### src/rtl/noc_rx_endpoint_if.sv
// Flit-receive and client-stream signal bundle for noc_rx_endpoint.
// The slave modport is the endpoint; master is the router/client environment.
interface noc_rx_endpoint_if #(
  parameter int unsigned DEST_WIDTH    = 4,
  parameter int unsigned FLIT_WIDTH    = 256,
  parameter int unsigned PKT_CNT_WIDTH = 16
);
  logic [FLIT_WIDTH-1:0]    data_in;
  logic [DEST_WIDTH-1:0]    dest_in;
  logic                     is_tail_in;
  logic                     send_in;
  logic                     credit_out;
  logic [FLIT_WIDTH-1:0]    out_data;
  logic [DEST_WIDTH-1:0]    out_dest;
  logic                     out_is_tail;
  logic                     out_is_head;
  logic                     out_valid;
  logic                     out_ready;
  logic [PKT_CNT_WIDTH-1:0] pkt_count;
  logic                     err_overflow;
  logic                     err_dest_mismatch;

  modport master (
    output data_in, dest_in, is_tail_in, send_in, out_ready,
    input  credit_out, out_data, out_dest, out_is_tail, out_is_head, out_valid,
           pkt_count, err_overflow, err_dest_mismatch
  );

  modport slave (
    input  data_in, dest_in, is_tail_in, send_in, out_ready,
    output credit_out, out_data, out_dest, out_is_tail, out_is_head, out_valid,
           pkt_count, err_overflow, err_dest_mismatch
  );
endinterface

### src/rtl/noc_rx_endpoint.sv
// Receive endpoint: credit-flow-controlled flit FIFO feeding a valid/ready client,
// with packet framing checks and a delivered-packet counter.
module noc_rx_endpoint #(
  parameter int unsigned DEST_WIDTH        = 4,
  parameter int unsigned FLIT_WIDTH        = 256,
  parameter int unsigned FLIT_BUFFER_DEPTH = 2,
  parameter int unsigned PKT_CNT_WIDTH     = 16
) (
  input logic             clk,
  input logic             rst,
  noc_rx_endpoint_if.slave bus
);

  localparam int unsigned PTR_W = (FLIT_BUFFER_DEPTH > 1) ? $clog2(FLIT_BUFFER_DEPTH) : 1;
  localparam int unsigned CNT_W = $clog2(FLIT_BUFFER_DEPTH + 1);
  localparam logic [PTR_W-1:0] LAST_PTR = PTR_W'(FLIT_BUFFER_DEPTH - 1);
  localparam logic [CNT_W-1:0] FULL_CNT = CNT_W'(FLIT_BUFFER_DEPTH);

  typedef struct packed {
    logic [FLIT_WIDTH-1:0] data;
    logic [DEST_WIDTH-1:0] dest;
    logic                  is_tail;
  } flit_t;

  typedef enum logic {
    IDLE,
    IN_PKT
  } rx_state_t;

  flit_t                    mem [FLIT_BUFFER_DEPTH];
  flit_t                    head;
  logic [PTR_W-1:0]         wr_ptr;
  logic [PTR_W-1:0]         rd_ptr;
  logic [CNT_W-1:0]         count;
  logic                     valid_q;
  logic                     head_q;
  logic                     credit_q;
  logic                     err_ovf_q;
  logic                     err_dst_q;
  logic [PKT_CNT_WIDTH-1:0] pkt_q;
  rx_state_t                state;
  logic [DEST_WIDTH-1:0]    pkt_dest;
  logic                     full_c;
  logic                     push_c;
  logic                     pop_c;

  function automatic logic [PTR_W-1:0] ptr_inc(input logic [PTR_W-1:0] p);
    return (p == LAST_PTR) ? '0 : p + PTR_W'(1);
  endfunction

  // Fullness is judged before any same-cycle dequeue, so a send while full always overflows.
  assign full_c = (count == FULL_CNT);
  assign push_c = bus.send_in & ~full_c;
  assign pop_c  = valid_q & bus.out_ready;
  assign head   = mem[rd_ptr];

  // Payload storage carries no reset; validity is tracked by count/valid_q.
  always_ff @(posedge clk) begin
    if (push_c) begin
      mem[wr_ptr] <= '{data: bus.data_in, dest: bus.dest_in, is_tail: bus.is_tail_in};
    end
  end

  always_ff @(posedge clk or posedge rst) begin
    if (rst) begin
      wr_ptr    <= '0;
      rd_ptr    <= '0;
      count     <= '0;
      valid_q   <= 1'b0;
      head_q    <= 1'b1;
      credit_q  <= 1'b0;
      err_ovf_q <= 1'b0;
      err_dst_q <= 1'b0;
      pkt_q     <= '0;
      state     <= IDLE;
      pkt_dest  <= '0;
    end else begin
      credit_q <= pop_c;

      if (push_c) begin
        wr_ptr <= ptr_inc(wr_ptr);
      end

      if (pop_c) begin
        rd_ptr <= ptr_inc(rd_ptr);
        head_q <= head.is_tail;
        if (head.is_tail) begin
          pkt_q <= pkt_q + PKT_CNT_WIDTH'(1);
        end
      end

      case ({push_c, pop_c})
        2'b10: begin
          count   <= count + CNT_W'(1);
          valid_q <= 1'b1;
        end
        2'b01: begin
          count   <= count - CNT_W'(1);
          valid_q <= (count != CNT_W'(1));
        end
        default: ;
      endcase

      if (bus.send_in && full_c) begin
        err_ovf_q <= 1'b1;
      end

      // Framing tracks accepted flits only; dropped flits never reach it.
      if (push_c) begin
        case (state)
          IDLE: begin
            if (!bus.is_tail_in) begin
              state    <= IN_PKT;
              pkt_dest <= bus.dest_in;
            end
          end
          IN_PKT: begin
            if (bus.dest_in != pkt_dest) begin
              err_dst_q <= 1'b1;
            end
            if (bus.is_tail_in) begin
              state <= IDLE;
            end
          end
          default: state <= IDLE;
        endcase
      end
    end
  end

  assign bus.credit_out        = credit_q;
  assign bus.out_data          = head.data;
  assign bus.out_dest          = head.dest;
  assign bus.out_is_tail       = head.is_tail;
  assign bus.out_is_head       = head_q;
  assign bus.out_valid         = valid_q;
  assign bus.pkt_count         = pkt_q;
  assign bus.err_overflow      = err_ovf_q;
  assign bus.err_dest_mismatch = err_dst_q;

endmodule

### src/flat_wrapper.sv
// flat-port wrapper written by rule: the top's interface ports become plain ports
module noc_rx_endpoint_flat 
#(
  parameter int unsigned DEST_WIDTH        = 4,
  parameter int unsigned FLIT_WIDTH        = 256,
  parameter int unsigned FLIT_BUFFER_DEPTH = 2,
  parameter int unsigned PKT_CNT_WIDTH     = 16
)
  (clk, rst, bus_data_in, bus_dest_in, bus_is_tail_in, bus_send_in, bus_out_ready, bus_credit_out, bus_out_data, bus_out_dest, bus_out_is_tail, bus_out_is_head, bus_out_valid, bus_pkt_count, bus_err_overflow, bus_err_dest_mismatch);
  noc_rx_endpoint_if #(.DEST_WIDTH(DEST_WIDTH), .FLIT_WIDTH(FLIT_WIDTH), .PKT_CNT_WIDTH(PKT_CNT_WIDTH)) bus_i ();
  input logic clk;
  input logic rst;
  input wire logic [$bits(bus_i.data_in)-1:0] bus_data_in;
  input wire logic [$bits(bus_i.dest_in)-1:0] bus_dest_in;
  input wire logic [$bits(bus_i.is_tail_in)-1:0] bus_is_tail_in;
  input wire logic [$bits(bus_i.send_in)-1:0] bus_send_in;
  input wire logic [$bits(bus_i.out_ready)-1:0] bus_out_ready;
  output wire logic [$bits(bus_i.credit_out)-1:0] bus_credit_out;
  output wire logic [$bits(bus_i.out_data)-1:0] bus_out_data;
  output wire logic [$bits(bus_i.out_dest)-1:0] bus_out_dest;
  output wire logic [$bits(bus_i.out_is_tail)-1:0] bus_out_is_tail;
  output wire logic [$bits(bus_i.out_is_head)-1:0] bus_out_is_head;
  output wire logic [$bits(bus_i.out_valid)-1:0] bus_out_valid;
  output wire logic [$bits(bus_i.pkt_count)-1:0] bus_pkt_count;
  output wire logic [$bits(bus_i.err_overflow)-1:0] bus_err_overflow;
  output wire logic [$bits(bus_i.err_dest_mismatch)-1:0] bus_err_dest_mismatch;
  assign bus_i.data_in = bus_data_in;
  assign bus_i.dest_in = bus_dest_in;
  assign bus_i.is_tail_in = bus_is_tail_in;
  assign bus_i.send_in = bus_send_in;
  assign bus_i.out_ready = bus_out_ready;
  assign bus_credit_out = bus_i.credit_out;
  assign bus_out_data = bus_i.out_data;
  assign bus_out_dest = bus_i.out_dest;
  assign bus_out_is_tail = bus_i.out_is_tail;
  assign bus_out_is_head = bus_i.out_is_head;
  assign bus_out_valid = bus_i.out_valid;
  assign bus_pkt_count = bus_i.pkt_count;
  assign bus_err_overflow = bus_i.err_overflow;
  assign bus_err_dest_mismatch = bus_i.err_dest_mismatch;
  noc_rx_endpoint #(.DEST_WIDTH(DEST_WIDTH), .FLIT_WIDTH(FLIT_WIDTH), .FLIT_BUFFER_DEPTH(FLIT_BUFFER_DEPTH), .PKT_CNT_WIDTH(PKT_CNT_WIDTH)) u_core (.clk(clk), .rst(rst), .bus(bus_i));
endmodule
### config.mk
export PLATFORM = sky130hd
export DESIGN_NAME = noc_rx_endpoint_flat
export DESIGN_NICKNAME = d
export VERILOG_FILES = /design/src/rtl/noc_rx_endpoint_if.sv /design/src/rtl/noc_rx_endpoint.sv /design/src/flat_wrapper.sv
export SDC_FILE = /design/constraint.sdc
export NUM_CORES = 1
export LEC_CHECK = 0
export BUFFER_PORTS_ARGS = -buffer_cell sky130_fd_sc_hd__buf_2
export CORE_AREA = 2 2 211 213
export CTS_CLUSTER_DIAMETER = 40
export DETAILED_ROUTE_END_ITERATION = 6
export DIE_AREA = 0 0 213 215
export GPL_TIMING_DRIVEN = 0
export PLACE_DENSITY = 0.72
export SYNTH_ARGS = -nofsm -noshare
export SYNTH_HDL_FRONTEND = slang
export SYNTH_SLANG_ARGS = --single-unit
### constraint.sdc
create_clock -name clk -period 20.5 [get_ports clk]
set_input_delay 3.075 -clock clk [delete_from_list [all_inputs] [get_ports clk]]
set_output_delay 3.075 -clock clk [all_outputs]
set_load 0.02 [all_outputs]
Yosys cells after proc, flatten, opt, wreduce, memory -nomap -nowiden
Memories as Yosys holds them, arrays and structs flattened.
Cells that the tools add are included.
Widths: inputs -> output; s select.
- register bits: 30
- RAM bits: 522
- input bits: 265
- output and inout port bits: 282
- word-level logic and storage cells: 39
- memories: 1
- memory list (name ; words ; width ; read ports ; clocked after memory_dff ; write ports ; RTL line ; source):
    u_core.mem ; 2 ; 261 ; 1 ; 0 ; 1 ; noc_rx_endpoint.sv:30 ; flit_t mem [FLIT_BUFFER_DEPTH];
- $add $sub $neg: 5
- eq/ne operators: 5
- multiplexer cells: 7
- bitwise logic cells: 5
- reductions and logical operators: 5
- operators with widths (kind ; number):
    $add 16x1->16 const B ; 1
    $reduce_and 3->1 ; 2
    $mux 1 ; 5
    $eq 2x2->1 const B ; 2
    $ne 4x4->1 ; 1
    $pmux 2 s2 ; 1
    $not 1->1 ; 3
    $add 1x1->1 const B ; 2
    $add 2x1->2 const B ; 1
    $and 1x1->1 ; 2
    $eq 2x1->1 const B ; 1
    $ne 2x1->1 const B ; 1
    $pmux 1 s2 ; 1
    $reduce_and 2->1 ; 1
    $reduce_bool 2->1 ; 1
    $sub 2x1->2 const B ; 1
    $logic_and 1x1->1 ; 1

Depth between registers and ports, before layout
Gate-level depths: netlist of the first run.
- word-level depth: 5
- mapped depth: 7
- mapped depth without buffers: 7

Least setup slack after synthesis of the first run
Ideal clock, no wire load.
- kind: input to register
- start point: in bus_send_in
- end point: mem u_core.mem[0][0] (netlist name), enable pin
- library setup time: 0.888 ns
- arrival time: 14.162 ns
- data required time: 19.612 ns
- path slack: 5.450 ns
- stages: 3
- path buffers: 0
- cell sequence: and2b_2 > inv_1 > nor2_1
- word-level cells in the longest chain between the ends: 3
- ends and longest elaborated chain (element ; RTL line ; source):
    start: declaration ; flat_wrapper.sv:16 ; input wire logic [$bits(bus_i.send_in)-1:0] bus_send_in;
    $and 1x1->1 ; noc_rx_endpoint.sv:53 ; assign push_c = bus.send_in & ~full_c;
    $mux 1 ; noc_rx_endpoint.sv:59 ; if (push_c) begin
    $mux 1 (implied by the code) ; noc_rx_endpoint.sv:60 ; mem[wr_ptr] <= '{data: bus.data_in, dest: bus.dest_in, is_tail: bus.is_tail_in};
    end: declaration ; noc_rx_endpoint.sv:30 ;
Every way passes these cells.

Worst setup path after layout of the first run
- start point: reg u_core.rd_ptr
- end point: out bus_out_data[111]
- word-level cells in the longest chain between the ends: 1
- ends and longest elaborated chain (element ; RTL line ; source):
    start: declaration ; noc_rx_endpoint.sv:33 ; logic [PTR_W-1:0] rd_ptr;
    start signal: assignment ; noc_rx_endpoint.sv:85 ; rd_ptr <= ptr_inc(rd_ptr);
    $mem_v2 2x261 ; n/a ;
    end: declaration ; flat_wrapper.sv:19 ; output wire logic [$bits(bus_i.out_data)-1:0] bus_out_data;
Every way passes these cells.

==> results of run 1 <==
synth_stat cells, drive strengths merged (4+ instances only):
master / instances
dfrtp: 29
mux2: 266
inv: 7
xor2: 5
nor2: 4
edfxtp: 522
nand2: 7
nand3: 6
nand4: 7
xnor2: 16
clkbuf: 9
ha: 4
buf: 20
path summary, 6_finish.rpt:
| check | to | slack (ns) |
|---|---|---|
| worst max register to register | u_core.mem[0][177]$_DFFE_PP_ | 17.47 |
| min in group asynchronous | u_core.pkt_dest[2]$_DFFE_PP0P_ | 2.78 |
| max in group asynchronous | u_core.bus.pkt_count[5]$_DFFE_PP0P_ | 17.01 |
| worst max-delay path | bus_out_data[111] | 14.58 |
| worst min register to register | u_core.bus.err_overflow$_DFFE_PP0P_ | 0.47 |
| worst min-delay path | u_core.bus.err_overflow$_DFFE_PP0P_ | 0.47 |
metal layers:
layer | track usage [%] | up-vias | part of all wire [%]
met4 | 7.95 | 8 | 2.3
met1 | 21.9 | 5518 | 37
met2 | 35.1 | 437 | 52
li1 | - | 4974 | -
met5 | 0 | - | 0.12
met3 | 7.39 | 86 | 9.3
power breakdown:
part / internal [W] / switching (W) / total (W)
sequential: 0.00151 / 0.0000601 / 0.00157
combinational: 0.000485 / 0.000793 / 0.00128
clock: 0.000798 / 0.000486 / 0.00128
total: 0.00279 / 0.00134 / 0.00413
per-stage QoR:
step	power, W	hold WS [ns]	setup WS [ns]	util (%)	setup TNS (ns)
2_1_floorplan	0.00248	0.460	5.45	-	0
3_3_place_gp	0.00296	0.437	-0.830	54.0	-206.89
3_5_place_dp	0.00288	0.466	15.02	54.8	0
4_1_cts	0.00417	0.474	14.39	60.6	0
5_1_grt	0.00430	0.482	14.41	60.6	0
6_report	0.00413	0.471	14.58	60.6	0
final cells by class:
class / instances / area, um2 / area share (%)
Timing Repair Buffer: 560 / 3070 / 11.6
Antenna cell: 13 / 32.5 / 0.123
Sequential cell: 552 / 16400 / 62.1
Multi-Input combinational cell: 337 / 3530 / 13.3
Clock inverter: 50 / 559 / 2.11
Inverter: 7 / 26.3 / 0.0993
Buffer: 29 / 136 / 0.515
Tap cell: 592 / 741 / 2.80
Clock buffer: 82 / 1950 / 7.35
cell families (layout without fill, tap and decap cells):
group           count (synthesis)  in the layout  share of synthesized area (%)
compound gates                  9              9                          0.280
simple gates                   36             36                           1.05
fa+ha+maj                       4              4                          0.249
mux                           267            267                           15.0
flops                         552            552                           81.7
buf+inv                        36            728                          0.809
other cells                     0             13                              0
xor+xnor                       21             21                          0.915
worst reg2reg max path: stages, from the launching register on:
cell and delay [ns]:
dfrtp_1 0.37, inv_1 0.08, ha_1 0.22, and2b_2 0.28
inv_1 0.15, nor2_4 0.70, buf_12 0.30, buf_12 0.23
buf_16 0.20, buf_16 0.19
sequential cells by signal, summed over array words and instances, names as in the netlist, 2 cells and up:
name	cells
u_core.bus.pkt_count	16
u_core.count	2
u_core.mem	522
u_core.pkt_dest	4
==> run_results.csv, run 1 <==
group,metric,value,unit
outcome,status,"complete, no violations",
clock_network,clk_latency,0.58,ns
finish,final_layout_size_suffix_gt1_share,60.2,%
detailed_routing,drc,0,
die,dieArea,0.0458,mm2
clock_network,clock_sinks,552,
detailed_routing,avgRoutedWirePerCell,21.1,um
setup_path,cp.arrival,2.84,ns
detailed_routing,first_pass_iters,4,
finish,fin_area,0.0265,mm2
timing,fin_crit,5.92,ns
place,routabilityCongestion,0.787,
detailed_routing,drt-initial-drc-count,628,
die,ios,547,
detailed_routing,vias_per_cell,4.96,
setup_path,cp.required,17.43,ns
finish,final_cell_mix,"565 x buf_2, 522 x edfxtp_1, 266 x mux2_2",
power_and_ir_drop,peakVddDrop,0.0973,mV
worst_hold_path,hold_path_depth,1,
place,port_buffers,546,
detailed_routing,num_vias,11000,
detailed_routing,wl,46.9,mm
setup_path,crit_chain,"buf_4 -> clkbuf_1 -> buf_2 -> mux2_2 -> buf_2",
synthesis,synth-seq-cells,552,
worst_hold_path,holdCritPathClass,"flop to flop",
clock_network,cts_max_path_buffers,3,
timing,fmax,169,MHz
power_and_ir_drop,power.leakage,10.1,nW
place,post_dp_cell_area,0.0239,mm2
setup_path,slowest_stage,"clkbuf_1",
synthesis,yosysWarnings,0,
synthesis,syn_area,0.0201,mm2
finish,layout_commonest_cell,"buf_2",
setup_path,worstPathMaxFanout,10,
die,die_h,215,um
clock_network,postCtsSetupRepairBufs,0,
setup_path,crit_family,"buffers and inverters",
finish,fill_cells,3187,
setup_path,cp_num_cells,5,
timing,fin_skew,0.0196,ns
clock_network,clkTransAtPathRegs,0.05,ns
finish,instances_no_fill,2222,
setup_path,reg2reg_depth,9,
power_and_ir_drop,power.density,156,mW/mm2
timing,finalCritPeriodShare,28.9,%
synthesis,synthDistinctLibCells,29,
clock_network,cts_hold_buf,0,
setup_path,worstSetupPathType,"flop to primary output",
synthesis,synth_edf_count,522,
setup_path,critPathMaxStageDelay,0.63,ns
die,core_area,0.0436,mm2
setup_path,reg2reg_from,"u_core.count[0]$_DFFE_PP0P_",
setup_path,cp-end-kind,"primary output",
synthesis,synth_ff_type,"edfxtp_1",
synthesis,synth_area_leader_cell,"edfxtp_1",
setup_path,critPathBufInv,4,
grt,grt-ovfl-total,0,
setup_path,cp_common_cell,"buf_2",
clock_network,root_buffer,"clkbuf_16",
worst_hold_path,hp-start,"u_core.bus.err_overflow$_DFFE_PP0P_",
timing,maxSlewViolCount,0,
place,dp_hpwl,32.9,mm
grt,grt_use_total,20.1,%
grt,grt_max_degree,65,
clock_network,htreeDepth,3,
run,cap_violations,0,
synthesis,syn-num-nets,1194,
synthesis,yosysSeqAreaShare,81.7,%
die,die_w,213,um
place,post-place-cells,2077,
setup_path,cp-start-kind,"flop",
finish,finalNetCount,1829,
synthesis,netlist_top_cells_area,"edfxtp_1 78%, mux2_2 15%, dfrtp_1 3.6%, xnor2_1 0.70%, buf_2 0.47%",
timing,setup_violations,0,
grt,antenna_found_initial,18,
grt,grt_first_pass_wirelength,68.7,mm
finish,areaGrowthSynthToFinish,31.6,%
detailed_routing,ant_nets,0,
synthesis,synth_top_area_share,77.9,%
timing,final-hold-violation-count,0,
synthesis,netlist_instances,925,
timing,relSlewSlack,23.1,%
timing,rsz0062_at_grt,"no",
synthesis,async_flop_share,5.43,%
timing,worstMarginPinSlew,1.15,ns
clock_network,cts_resized,0,
grt,grt_pass1_vias,11800,
clock_network,cts_buffers,73,
clock_network,cts_tree,"yes",
die,initial_core_util,46.1,%
synthesis,syn_avg_cell_area,21.7,um2
die,rows,77,
setup_path,cp-startpoint,"u_core.rd_ptr$_DFFE_PP0N_",
Note: power is estimated with default switching activity, not from simulation.
==> inputs of run 2 (changes only) <==
CORE_AREA = 2 2 210 212   (was 2 2 211 213)
DIE_AREA = 0 0 212 214   (was 0 0 213 215)
PLACE_DENSITY = 0.75   (was 0.72)
clock period = 4.8 ns   (was 20.5 ns; I/O delays follow)
==> run 2 against run 1 <==
Against the previous run:
- hold slack worse by 0.14 ns
- non-clock buffer count unchanged
- utilization up 0.80 points
- critical path type unchanged
- largest power group unchanged
==> run_results.csv, run 2 (synthesis gave the netlist of run 1 again) <==
group,metric,value,unit
clock_network,cts_tree,"yes",
finish,multi_input_area,0.00353,mm2
finish,register_area,0.0164,mm2
timing,rsz0062_at_grt,"no",
timing,setup_violations,0,
timing,worstMarginPinSlew,1.14,ns
setup_path,slowest_stage,"clkbuf_1",
detailed_routing,drc,0,
power_and_ir_drop,power.density,663,mW/mm2
clock_network,clkTransAtPathRegs,0.06,ns
detailed_routing,first_pass_iters,5,
outcome,status,"complete, no violations",
timing,finalCritPeriodShare,70.8,%
setup_path,critPathBufInv,4,
place,port_buffers,546,
grt,grt_pass1_vias,11600,
place,routabilityCongestion,0.792,
setup_path,cp.arrival,2.68,ns
setup_path,crit_family,"buffers and inverters",
clock_network,cts_resized,0,
finish,final_cell_mix,"565 x buf_2, 522 x edfxtp_1, 266 x mux2_2",
timing,setup_slack,1.40,ns
grt,grt_first_pass_wirelength,67.6,mm
die,ios,547,
worst_hold_path,hold_path_end,"u_core.mem[0][5]$_DFFE_PP_",
timing,relSlewSlack,23.9,%
clock_network,cts_buffers,69,
timing,final-hold-violation-count,0,
grt,grt-ovfl-total,0,
clock_network,root_buffer,"clkbuf_16",
finish,areaGrowthSynthToFinish,31.0,%
finish,top_register,"u_core.mem",
die,dieArea,0.0454,mm2
setup_path,r2r-end,"u_core.mem[1][179]$_DFFE_PP_",
clock_network,postCtsSetupRepairBufs,0,
detailed_routing,drt-initial-drc-count,687,
setup_path,reg2reg_depth,7,
timing,fin_crit,3.40,ns
setup_path,worstSetupPathType,"flop to primary output",
setup_path,cp.required,4.08,ns
clock_network,cts_hold_buf,0,
setup_path,rrSetupSlack,1.81,ns
setup_path,cp_common_cell,"buf_2",
finish,instances_no_fill,2206,
finish,layout_commonest_cell,"buf_2",
die,initial_core_util,46.9,%
finish,largest_reg_flops,522,
die,die_w,212,um
timing,maxSlewViolCount,0,
detailed_routing,num_vias,11000,
grt,antenna_found_initial,17,
power_and_ir_drop,peakVddDrop,0.517,mV
detailed_routing,vias_per_cell,4.97,
timing,whs,0.326,ns
die,core_area,0.0429,mm2
place,dp_hpwl,32.5,mm
run,cap_violations,0,
die,rows,76,
clock_network,clk_latency,0.58,ns
detailed_routing,wl,46.2,mm
setup_path,reg2reg_from,"u_core.count[0]$_DFFE_PP0P_",
finish,fill_cells,3073,
setup_path,worstPathMaxFanout,10,
place,dp_slack,1.71,ns
finish,final_layout_size_suffix_gt1_share,59.9,%
detailed_routing,avgRoutedWirePerCell,20.9,um
setup_path,cp-end-kind,"primary output",
clock_network,cts_max_path_buffers,3,
timing,fmax,294,MHz
setup_path,cp-start-kind,"flop",
worst_hold_path,holdCritPathClass,"input port to flop",
setup_path,cp-startpoint,"u_core.rd_ptr$_DFFE_PP0N_",
clock_network,clock_sinks,552,
worst_hold_path,hold_path_depth,1,
setup_path,crit_chain,"buf_4 -> clkbuf_1 -> buf_2 -> mux2_2 -> buf_2",
grt,grt_max_degree,68,
worst_hold_path,hp-start,"bus_data_in[0]",
setup_path,critPathMaxStageDelay,0.55,ns
finish,finalNetCount,1825,
place,post-place-cells,2070,
die,die_h,214,um
detailed_routing,ant_nets,0,
power_and_ir_drop,power.leakage,10.0,nW
grt,grt_use_total,19.8,%
clock_network,htreeDepth,3,
timing,fin_skew,0.0205,ns
run 2: cell types whose count changed in the layout (fill, tap and decap cells not counted), moves of 3 or more:
cell	before	now
diode_2	13	10
clkbuf_1	14	18
inv_6	15	7
clkbuf_16	77	73
clkinv_8	1	4
run 2: layout make-up:
type / instances / share of cell area [%]
Sequential cell: 552 / 62.3
Multi-Input combinational cell: 337 / 13.4
Timing Repair Buffer: 560 / 11.6
Clock buffer: 82 / 7.06
Tap cell: 585 / 2.78
Clock inverter: 44 / 2.12
Buffer: 29 / 0.518
Inverter: 7 / 0.109
Antenna cell: 10 / 0.0950
run 2: power by group:
group          switching (W)  leakage [nW]  internal, W
logic                0.00336          3.66      0.00206
clock network        0.00202          1.17      0.00332
registers           0.000259          5.18      0.00646
total                0.00564          10.0       0.0118
run 2: per-stage QoR:
step	area, um2	setup TNS, ns	util [%]	power [W]
floorplan	20100	-116.26	-	0.0104
global placement	23600	-1107.18	55.0	0.0122
detailed placement	23900	0	55.7	0.0123
CTS	26300	0	61.4	0.0177
global route	26300	0	61.4	0.0182
finish	26300	0	61.4	0.0175
run 2: metal layers:
layer | wire length [um] | GRT usage, %
met5 | 72 | 0
met4 | 1250 | 8.31
met3 | 4510 | 7.34
met2 | 23200 | 33.8
met1 | 17100 | 22.3
run 2: worst max path at each step:
stage	cells after the start	slack, ns	to
after global routing	5	1.23	bus_out_data[71]
final	5	1.40	bus_out_data[109]
after detailed placement	6	1.71	u_core.mem[1][180]$_DFFE_PP_
after floorplan	3	-0.45	u_core.mem[0][0]$_DFFE_PP_
after global placement	4	-2.65	u_core.mem[0][179]$_DFFE_PP_
after CTS	5	1.24	bus_out_data[109]
run 2: worst reg2reg max path, cell delays in order (launching register included):
cell,delay (ns)
dfrtp_1,0.38
inv_1,0.08
ha_1,0.22
and2b_2,0.30
and2_4,0.64
buf_16,0.35
buf_16,0.30
buf_16,0.35
